==> config.mk <==
export PLATFORM = sky130hd
export DESIGN_NAME = rst_seq_ctrl
export DESIGN_NICKNAME = d
export VERILOG_FILES = /design/src/rtl/rst_seq_ctrl.sv
export SDC_FILE = /design/constraint.sdc
export NUM_CORES = 1
export LEC_CHECK = 0
export CAP_MARGIN = 30
export CORE_AREA = 5 5 56 71
export CTS_CLUSTER_SIZE = 16
export DETAILED_ROUTE_END_ITERATION = 16
export DIE_AREA = 0 0 61 76
export PLACE_DENSITY_LB_ADDON = 0.2
export REMOVE_ABC_BUFFERS = 1
export SYNTH_ARGS = -nofsm -noshare
export SYNTH_HDL_FRONTEND = slang
export SYNTH_SLANG_ARGS = --single-unit
==> constraint.sdc <==
create_clock -name clk -period 2.37 [get_ports clk]
set_input_delay 0.237 -clock clk [delete_from_list [all_inputs] [get_ports clk]]
set_output_delay 0.237 -clock clk [all_outputs]
set_load 0.02 [all_outputs]
==> src/rtl/rst_seq_ctrl.sv <==
// rst_seq_ctrl: staged reset release controller.
//
// After srst deasserts (or a sw_rst restart), waits POR_DLY cycles, releases
// stage 0, then for each following stage waits for the previous stage's
// ready flag plus STAGE_DLY cycles before releasing it.
//
// Optional feature, macro RST_SEQ_TIMEOUT_EN: each released stage gets TMO_CYC
// cycles to report ready. A timeout re-asserts that stage's reset and retries
// it (up to RETRY_MAX times) before declaring failure.
//
// Ports:
//   clk        in   PLL domain clock
//   srst       in   synchronous active-high reset
//   sw_rst     in   level-sampled restart request
//   stage_rdy  in   [NUM_STAGES] per-stage ready flags
//   rst_out    out  [NUM_STAGES] per-stage reset, active-high, bit 0 first
//   busy       out  sequence in progress
//   seq_done   out  all stages released and ready
//   seq_fail   out  a stage failed after retries (0 without the macro)
//   fail_stage out  index of the failed stage (0 without the macro)
module rst_seq_ctrl #(
    parameter int NUM_STAGES = 4,
    parameter int POR_DLY    = 4096,
    parameter int STAGE_DLY  = 1024,
    parameter int TMO_CYC    = 1048576,
    parameter int RETRY_MAX  = 3
) (
    input  logic                  clk,
    input  logic                  srst,
    input  logic                  sw_rst,
    input  logic [NUM_STAGES-1:0] stage_rdy,
    output logic [NUM_STAGES-1:0] rst_out,
    output logic                  busy,
    output logic                  seq_done,
    output logic                  seq_fail,
    output logic [((NUM_STAGES > 1) ? $clog2(NUM_STAGES) : 1)-1:0] fail_stage
);

    localparam int unsigned KW     = (NUM_STAGES > 1) ? $clog2(NUM_STAGES) : 1;
    localparam int          MAX_PS = (POR_DLY > STAGE_DLY) ? POR_DLY : STAGE_DLY;
    localparam int          MAX_D  = (MAX_PS > TMO_CYC) ? MAX_PS : TMO_CYC;
    localparam int unsigned CW     = $clog2(MAX_D) + 1;

    // Elaboration-time guard on parameter ranges
    if (NUM_STAGES < 1 || POR_DLY < 1 || STAGE_DLY < 1 || TMO_CYC < 1 || RETRY_MAX < 0)
    begin : g_param_check
        $error("rst_seq_ctrl: illegal parameter value");
    end

    typedef enum logic [2:0] {
        S_POR,
        S_WAIT,
        S_DLY,
        S_DONE
`ifdef RST_SEQ_TIMEOUT_EN
        ,
        S_RETRY,
        S_FAIL
`endif
    } state_e;

    state_e         state_q;
    logic [CW-1:0]  cnt_q;
    logic [CW-1:0]  cnt_inc;
    logic [KW-1:0]  k_q;

    // Saturating increment: the counter never wraps
    assign cnt_inc = (cnt_q == {CW{1'b1}}) ? cnt_q : cnt_q + CW'(1);

`ifdef RST_SEQ_TIMEOUT_EN
    localparam int unsigned RW = (RETRY_MAX > 0) ? $clog2(RETRY_MAX + 1) : 1;
    logic [RW-1:0] retry_q;
`else
    assign seq_fail   = 1'b0;
    assign fail_stage = '0;
`endif

    // Sequencer: state, counter, stage index and all registered outputs
    always_ff @(posedge clk) begin
        if (srst || sw_rst) begin
            state_q  <= S_POR;
            cnt_q    <= '0;
            k_q      <= '0;
            rst_out  <= '1;
            busy     <= 1'b1;
            seq_done <= 1'b0;
`ifdef RST_SEQ_TIMEOUT_EN
            retry_q    <= '0;
            seq_fail   <= 1'b0;
            fail_stage <= '0;
`endif
        end else begin
            case (state_q)
                S_POR: begin
                    if (cnt_q == CW'(POR_DLY)) begin
                        rst_out[0] <= 1'b0;
                        cnt_q      <= '0;
                        k_q        <= '0;
                        state_q    <= S_WAIT;
                    end else begin
                        cnt_q <= cnt_inc;
                    end
                end
                S_WAIT: begin
                    // Only the current stage's ready bit is observed
                    if (stage_rdy[k_q]) begin
`ifdef RST_SEQ_TIMEOUT_EN
                        retry_q <= '0;
`endif
                        if (k_q == KW'(NUM_STAGES - 1)) begin
                            busy     <= 1'b0;
                            seq_done <= 1'b1;
                            state_q  <= S_DONE;
                        end else begin
                            k_q     <= k_q + KW'(1);
                            cnt_q   <= '0;
                            state_q <= S_DLY;
                        end
                    end
`ifdef RST_SEQ_TIMEOUT_EN
                    else if (cnt_q == CW'(TMO_CYC - 1)) begin
                        rst_out[k_q] <= 1'b1;
                        cnt_q        <= '0;
                        if (retry_q == RW'(RETRY_MAX)) begin
                            seq_fail   <= 1'b1;
                            fail_stage <= k_q;
                            busy       <= 1'b0;
                            state_q    <= S_FAIL;
                        end else begin
                            retry_q <= retry_q + RW'(1);
                            state_q <= S_RETRY;
                        end
                    end else begin
                        cnt_q <= cnt_inc;
                    end
`endif
                end
`ifdef RST_SEQ_TIMEOUT_EN
                S_DLY, S_RETRY: begin
`else
                S_DLY: begin
`endif
                    // Counter was cleared on entry, so release lands STAGE_DLY edges later
                    if (cnt_q == CW'(STAGE_DLY - 1)) begin
                        rst_out[k_q] <= 1'b0;
                        cnt_q        <= '0;
                        state_q      <= S_WAIT;
                    end else begin
                        cnt_q <= cnt_inc;
                    end
                end
                S_DONE: begin
                    state_q <= S_DONE;
                end
                default: begin
                    // S_FAIL holds; unreachable encodings fall back to S_POR
`ifdef RST_SEQ_TIMEOUT_EN
                    if (state_q != S_FAIL) begin
                        state_q <= S_POR;
                    end
`else
                    state_q <= S_POR;
`endif
                end
            endcase
        end
    end

endmodule

After elaboration in Yosys (flattened, before gate mapping) --
Cells that the tools add are included.
Storage, ports and cells: bits in registers 32, input bits 7
Operators by class: add/subtract/negate cells 2, $lt $le $gt $ge 2, equal/unequal tests 11, muxes and demuxes 22, bitwise logic cells 2, reductions and logical operators 12
Operators by type and width (number):
- $mux W21 | 5
- $pmux W21 S3 | 1
- $add A21 B1 Y21 const B | 1
- $eq A21 B10 Y1 const B | 1
- $eq A21 B13 Y1 const B | 1
- $eq A21 B21 Y1 const B | 1
- $pmux W3 S4 | 1
- $reduce_and A3 Y1 | 4
- $mux W3 | 3
- $ne A2 B2 Y1 const B | 4
- $eq A3 B2 Y1 const B | 2
- $mux W2 | 3
- $mux W1 | 5
- $and A4 B4 Y4 | 1
- $not A4 Y4 | 1
- $pmux W2 S2 | 1
- $reduce_and A4 Y1 | 1
- $reduce_bool A2 Y1 | 2
- $eq A3 B1 Y1 const B | 1
- $logic_not A3 Y1 | 1
- $lt A2 B3 Y1 const B | 1
- $reduce_bool A3 Y1 | 1
- $add A2 B1 Y2 const B | 1
- $bmux W1 S2 | 1
- 7 further kinds | 7

Logic depth before layout (Yosys ltp) --
depth in word-level cells 8, mapped depth 9, mapped depth without buffers 7

Worst setup path after synthesis --
No wires, ideal clock.
path kind register -> register, from register cnt_q[1], to register cnt_q[1], setup time 117 ps, arrival 1993 ps, data required time 2253 ps, slack 260 ps, cell stages (with the launch flop) 9, buffers on the path 2, cells stage by stage dfxtp_1 > ha_1 > nand4_2 > or4_4 > o211ai_2 > buf_6 > buf_12 > mux2i_1 > nor2_1
Between the ends: cells in the longest elaborated chain, start to end 4, elaborated cells between the ends (all ways) 8, those cells by class add/sub: 1; eq/ne: 3; mux: 4
Ends and longest elaborated chain:
- from (decl) | line 63 | logic [CW-1:0] cnt_q;
- from (signal assigned) | line 101 | cnt_q <= cnt_inc;
- from (signal assigned) | line 149 | cnt_q <= cnt_inc;
- $add A21 B1 Y21 / $eq A21 B21 Y1 (equally long branches) | line 68 | assign cnt_inc = (cnt_q == {CW{1'b1}}) ? cnt_q : cnt_q + CW'(1);
- $mux W21 | line 68
- $mux W21, on equally long branches | line 144, 95
- $pmux W21 S3 * | line 93 | case (state_q)
Mark *: on every way between the ends. The rest lies on a longest branch, timed or not. A chain may end at the register's enable or synchronous reset.

Final worst setup path --
from register cnt_q[0], to register cnt_q[0]
The elaborated chain is that of the path after synthesis.

==> flow_results.xml <==
<?xml version="1.0" encoding="UTF-8"?>
<metrics>
  <group name="final_layout">
    <metric name="fillCellCount" unit="">292</metric>
    <metric name="finish.net_count" unit="">241</metric>
    <metric name="mostFrequentLayoutCells" unit="">dfxtp_1, a21oi_1, inv_1</metric>
    <metric name="total_inserted_antenna_cells" unit="">0</metric>
    <metric name="layout.cells.non_filler" unit="">263</metric>
    <metric name="drive_gt1_share" unit="%">8.93</metric>
    <metric name="layout_commonest_cell" unit="">dfxtp_1</metric>
    <metric name="synthToLayoutAreaGrowth" unit="%">13.1</metric>
  </group>
  <group name="clocking">
    <metric name="cts.sink_count" unit="">31</metric>
    <metric name="post_cts.repair.setup_buffers" unit="">0</metric>
    <metric name="cts.repair.resized" unit="">0</metric>
    <metric name="cts-root-to-sink-buffers" unit="">2</metric>
    <metric name="cts_tree" unit="">built</metric>
    <metric name="insertion_delay" unit="ps">290</metric>
    <metric name="clock_tree.root_cell" unit="">clkbuf_8</metric>
    <metric name="hold_buffers" unit="">0</metric>
    <metric name="htree_num_levels" unit="">2</metric>
    <metric name="clk_pin_slew" unit="ps">60</metric>
    <metric name="tritoncts.num_buffers" unit="">5</metric>
  </group>
  <group name="run">
    <metric name="max_cap_viol_count" unit="">0</metric>
  </group>
  <group name="die">
    <metric name="chipWidth" unit="µm">61</metric>
    <metric name="floorplan.core_area" unit="µm²">3300</metric>
    <metric name="placement_rows" unit="">24</metric>
    <metric name="die_h" unit="µm">76</metric>
    <metric name="io_pins" unit="">16</metric>
    <metric name="die_area" unit="µm²">4640</metric>
    <metric name="start_util" unit="%">53.7</metric>
  </group>
  <group name="place">
    <metric name="placedCellCount" unit="">255</metric>
    <metric name="port_buffers" unit="">12</metric>
    <metric name="place_hpwl" unit="µm">2920</metric>
    <metric name="gpl.final_weighted_congestion" unit="">0.859</metric>
  </group>
  <group name="worst_setup_path">
    <metric name="max_stage_delay_on_crit_path" unit="ps">440</metric>
    <metric name="critPathTopFamily" unit="">simple AND/OR/NAND/NOR gates</metric>
    <metric name="worstPathRequired" unit="ps">2540</metric>
    <metric name="cp-end-kind" unit="">flip-flop</metric>
    <metric name="critical_path_class" unit="">reg -&gt; reg</metric>
    <metric name="timing.critical_path.from_type" unit="">flip-flop</metric>
    <metric name="sum_of_buffers_and_inverters_on_the_critical_path" unit="">2</metric>
    <metric name="critPathSlowestCell" unit="">or4b_1</metric>
    <metric name="cp_max_fo" unit="">21</metric>
    <metric name="cp_cell_sequence" unit="">inv_1 &gt; ha_1 &gt; or4b_1 &gt; nor3_1 &gt; a21oi_1 &gt; o31ai_2 &gt; buf_4 &gt; nor2_1</metric>
    <metric name="cp_arrival" unit="ps">2370</metric>
  </group>
  <group name="power">
    <metric name="power.leakage" unit="nW">0.655</metric>
    <metric name="irDropWorstVdd" unit="V">0.000385</metric>
    <metric name="p_per_area" unit="nW/µm²">479</metric>
  </group>
  <group name="outcome">
    <metric name="status" unit="">complete, no violations</metric>
  </group>
  <group name="yosys">
    <metric name="synth.distinct_cells" unit="">41</metric>
    <metric name="post-synth-top-area-cell" unit="">dfxtp_1</metric>
    <metric name="yosysSeqAreaShare" unit="%">35.0</metric>
    <metric name="post_syn_area" unit="µm²">1770</metric>
    <metric name="post_synth_inst_count" unit="">207</metric>
    <metric name="ys_ff_latch" unit="">31</metric>
    <metric name="netlist_top_cells_area" unit="">dfxtp_1, ha_1, a21oi_1</metric>
    <metric name="yosysWarnings" unit="">0</metric>
    <metric name="synth_area_per_cell" unit="µm²">8.56</metric>
    <metric name="synth_top_area_share" unit="%">35.0</metric>
  </group>
  <group name="route">
    <metric name="detailroute.via_count" unit="">1655</metric>
    <metric name="routed_via_density" unit="">6.29</metric>
    <metric name="wl" unit="µm">4060</metric>
    <metric name="route.detailed.drc" unit="">0</metric>
    <metric name="routedWlPerCell" unit="µm">15.4</metric>
    <metric name="drt_iter0_drc" unit="">53</metric>
    <metric name="postRouteAntennaNets" unit="">0</metric>
    <metric name="drt_pass_1_iters" unit="">4</metric>
  </group>
  <group name="min_path">
    <metric name="timing.hold.worst.class" unit="">reg -&gt; reg</metric>
  </group>
  <group name="global_route">
    <metric name="first_global_vias" unit="">1646</metric>
    <metric name="grt_pass1_wl" unit="µm">7030</metric>
    <metric name="maximum_number_of_pins_on_one_net_before_global_route_repair" unit="">33</metric>
    <metric name="antenna_found_initial" unit="">0</metric>
    <metric name="grt_overflow" unit="">0</metric>
    <metric name="grt_util_all_layers" unit="%">19.6</metric>
  </group>
  <group name="sta">
    <metric name="hold-worst-slack" unit="ps">448</metric>
    <metric name="fin_worst_skew" unit="ps">6.99</metric>
    <metric name="timing_worst_slew_pin_value" unit="ps">559</metric>
    <metric name="layout_min_cycle_time" unit="ps">2200</metric>
    <metric name="report.final.hold_viol_count" unit="">0</metric>
    <metric name="fmax" unit="GHz">0.454</metric>
    <metric name="rsz0062_at_grt" unit="">no</metric>
    <metric name="count_of_endpoints_failing_setup_in_the_final_report" unit="">0</metric>
    <metric name="report.final.slew_viol_count" unit="">0</metric>
    <metric name="slew_headroom" unit="%">62.4</metric>
    <metric name="fin_crit_sh" unit="%">93.0</metric>
  </group>
</metrics>
-- path summary, 6_finish.rpt --
| kind | slack (ps) | from | end | cells past startpoint |
|---|---|---|---|---|
| worst max register to register | 170 | cnt_q[0] | cnt_q[0] | 8 |
| worst max-delay path | 170 | cnt_q[0] | cnt_q[0] | 8 |
| worst min-delay path | 450 | seq_done | seq_done | 2 |
| worst min register to register | 450 | seq_done | seq_done | 2 |
-- metrics by stage --
step                      setup slack (ps)  cell area, µm²  util (%)  setup TNS (ps)  power (W)
after CTS                              191            2010      60.7               0   0.000970
after floorplan                       -492            1710         -           -9680   0.000556
final                                  167            2010      60.7               0   0.000960
after global routing                  22.3            2010      60.7               0    0.00100
after detailed placement               220            1920      58.3               0   0.000575
after global placement                 256            1920      58.3               0   0.000572
-- logic make-up (layout without fill, tap and decap cells) --
logic type / after synthesis / in the layout / synth area share (%)
simple gates: 78 / 78 / 25.6
compound gates: 59 / 59 / 21.5
flops: 31 / 31 / 35.0
buf+inv: 23 / 38 / 7.06
fa+ha+maj: 11 / 11 / 7.76
mux: 3 / 3 / 2.40
other cells: 1 / 3 / 0.212
xor+xnor: 1 / 1 / 0.494
-- worst reg2reg max path: cells and delay by family, from the launching register on --
kind / cells / cell delay, ps
buf+inv: 2 / 410
compound gates: 2 / 330
flops: 1 / 350
fa+ha+maj: 1 / 160
simple gates: 3 / 850
-- cell type report --
class | count | area (µm²) | share of cell area, %
clock buffers | 7 | 76.3 | 3.81
clock inverters | 1 | 5.00 | 0.250
inverters | 14 | 52.6 | 2.62
multi-input cells | 155 | 1040 | 51.8
flip-flops and latches | 31 | 621 | 30.9
well taps | 39 | 48.8 | 2.43
repair buffers | 16 | 163 | 8.11
-- synth_stat cells --
cell type,count
a311oi_1,1
o31ai_1,11
dfxtp_1,31
mux4_2,1
nor3_1,1
nand4_1,5
a41o_1,1
a21o_4,1
buf_1,1
mux2i_1,2
nor2b_1,1
a21o_1,5
or4_1,10
or2_2,3
o21ai_0,4
a31oi_1,1
o21ai_1,7
nor2_1,8
nand4_2,1
or4_4,1
and4_1,2
or3_1,10
xnor2_1,1
ha_1,11
a21bo_2,1
a21boi_0,1
a211oi_1,1
o211ai_2,1
buf_2,3
or4b_1,1
nand3_1,12
inv_1,14
nand2_1,12
conb_1,1
buf_12,1
a41oi_1,2
and3_1,6
nor4_1,5
buf_6,1
buf_4,3
a21oi_1,22
-- routing by layer --
layer,global-route usage [%],part of all wire (%)
met3,4.75,4.0
met1,22.2,41
met5,0,0
met4,9.54,1.7
met2,33.0,53
-- sequential cells by signal, summed over array words and instances (netlist names) --
name	count
k_q	2
seq_done	1
state_q	2
rst_out	4
busy	1
cnt_q	21
-- report_power, final --
part           switching (W)  total (W)  internal, W
clock               0.000191   0.000396     0.000205
sequential        0.00000258   0.000525     0.000523
combinational      0.0000209  0.0000383    0.0000174
No activity file was read; power rests on OpenSTA's default activity.
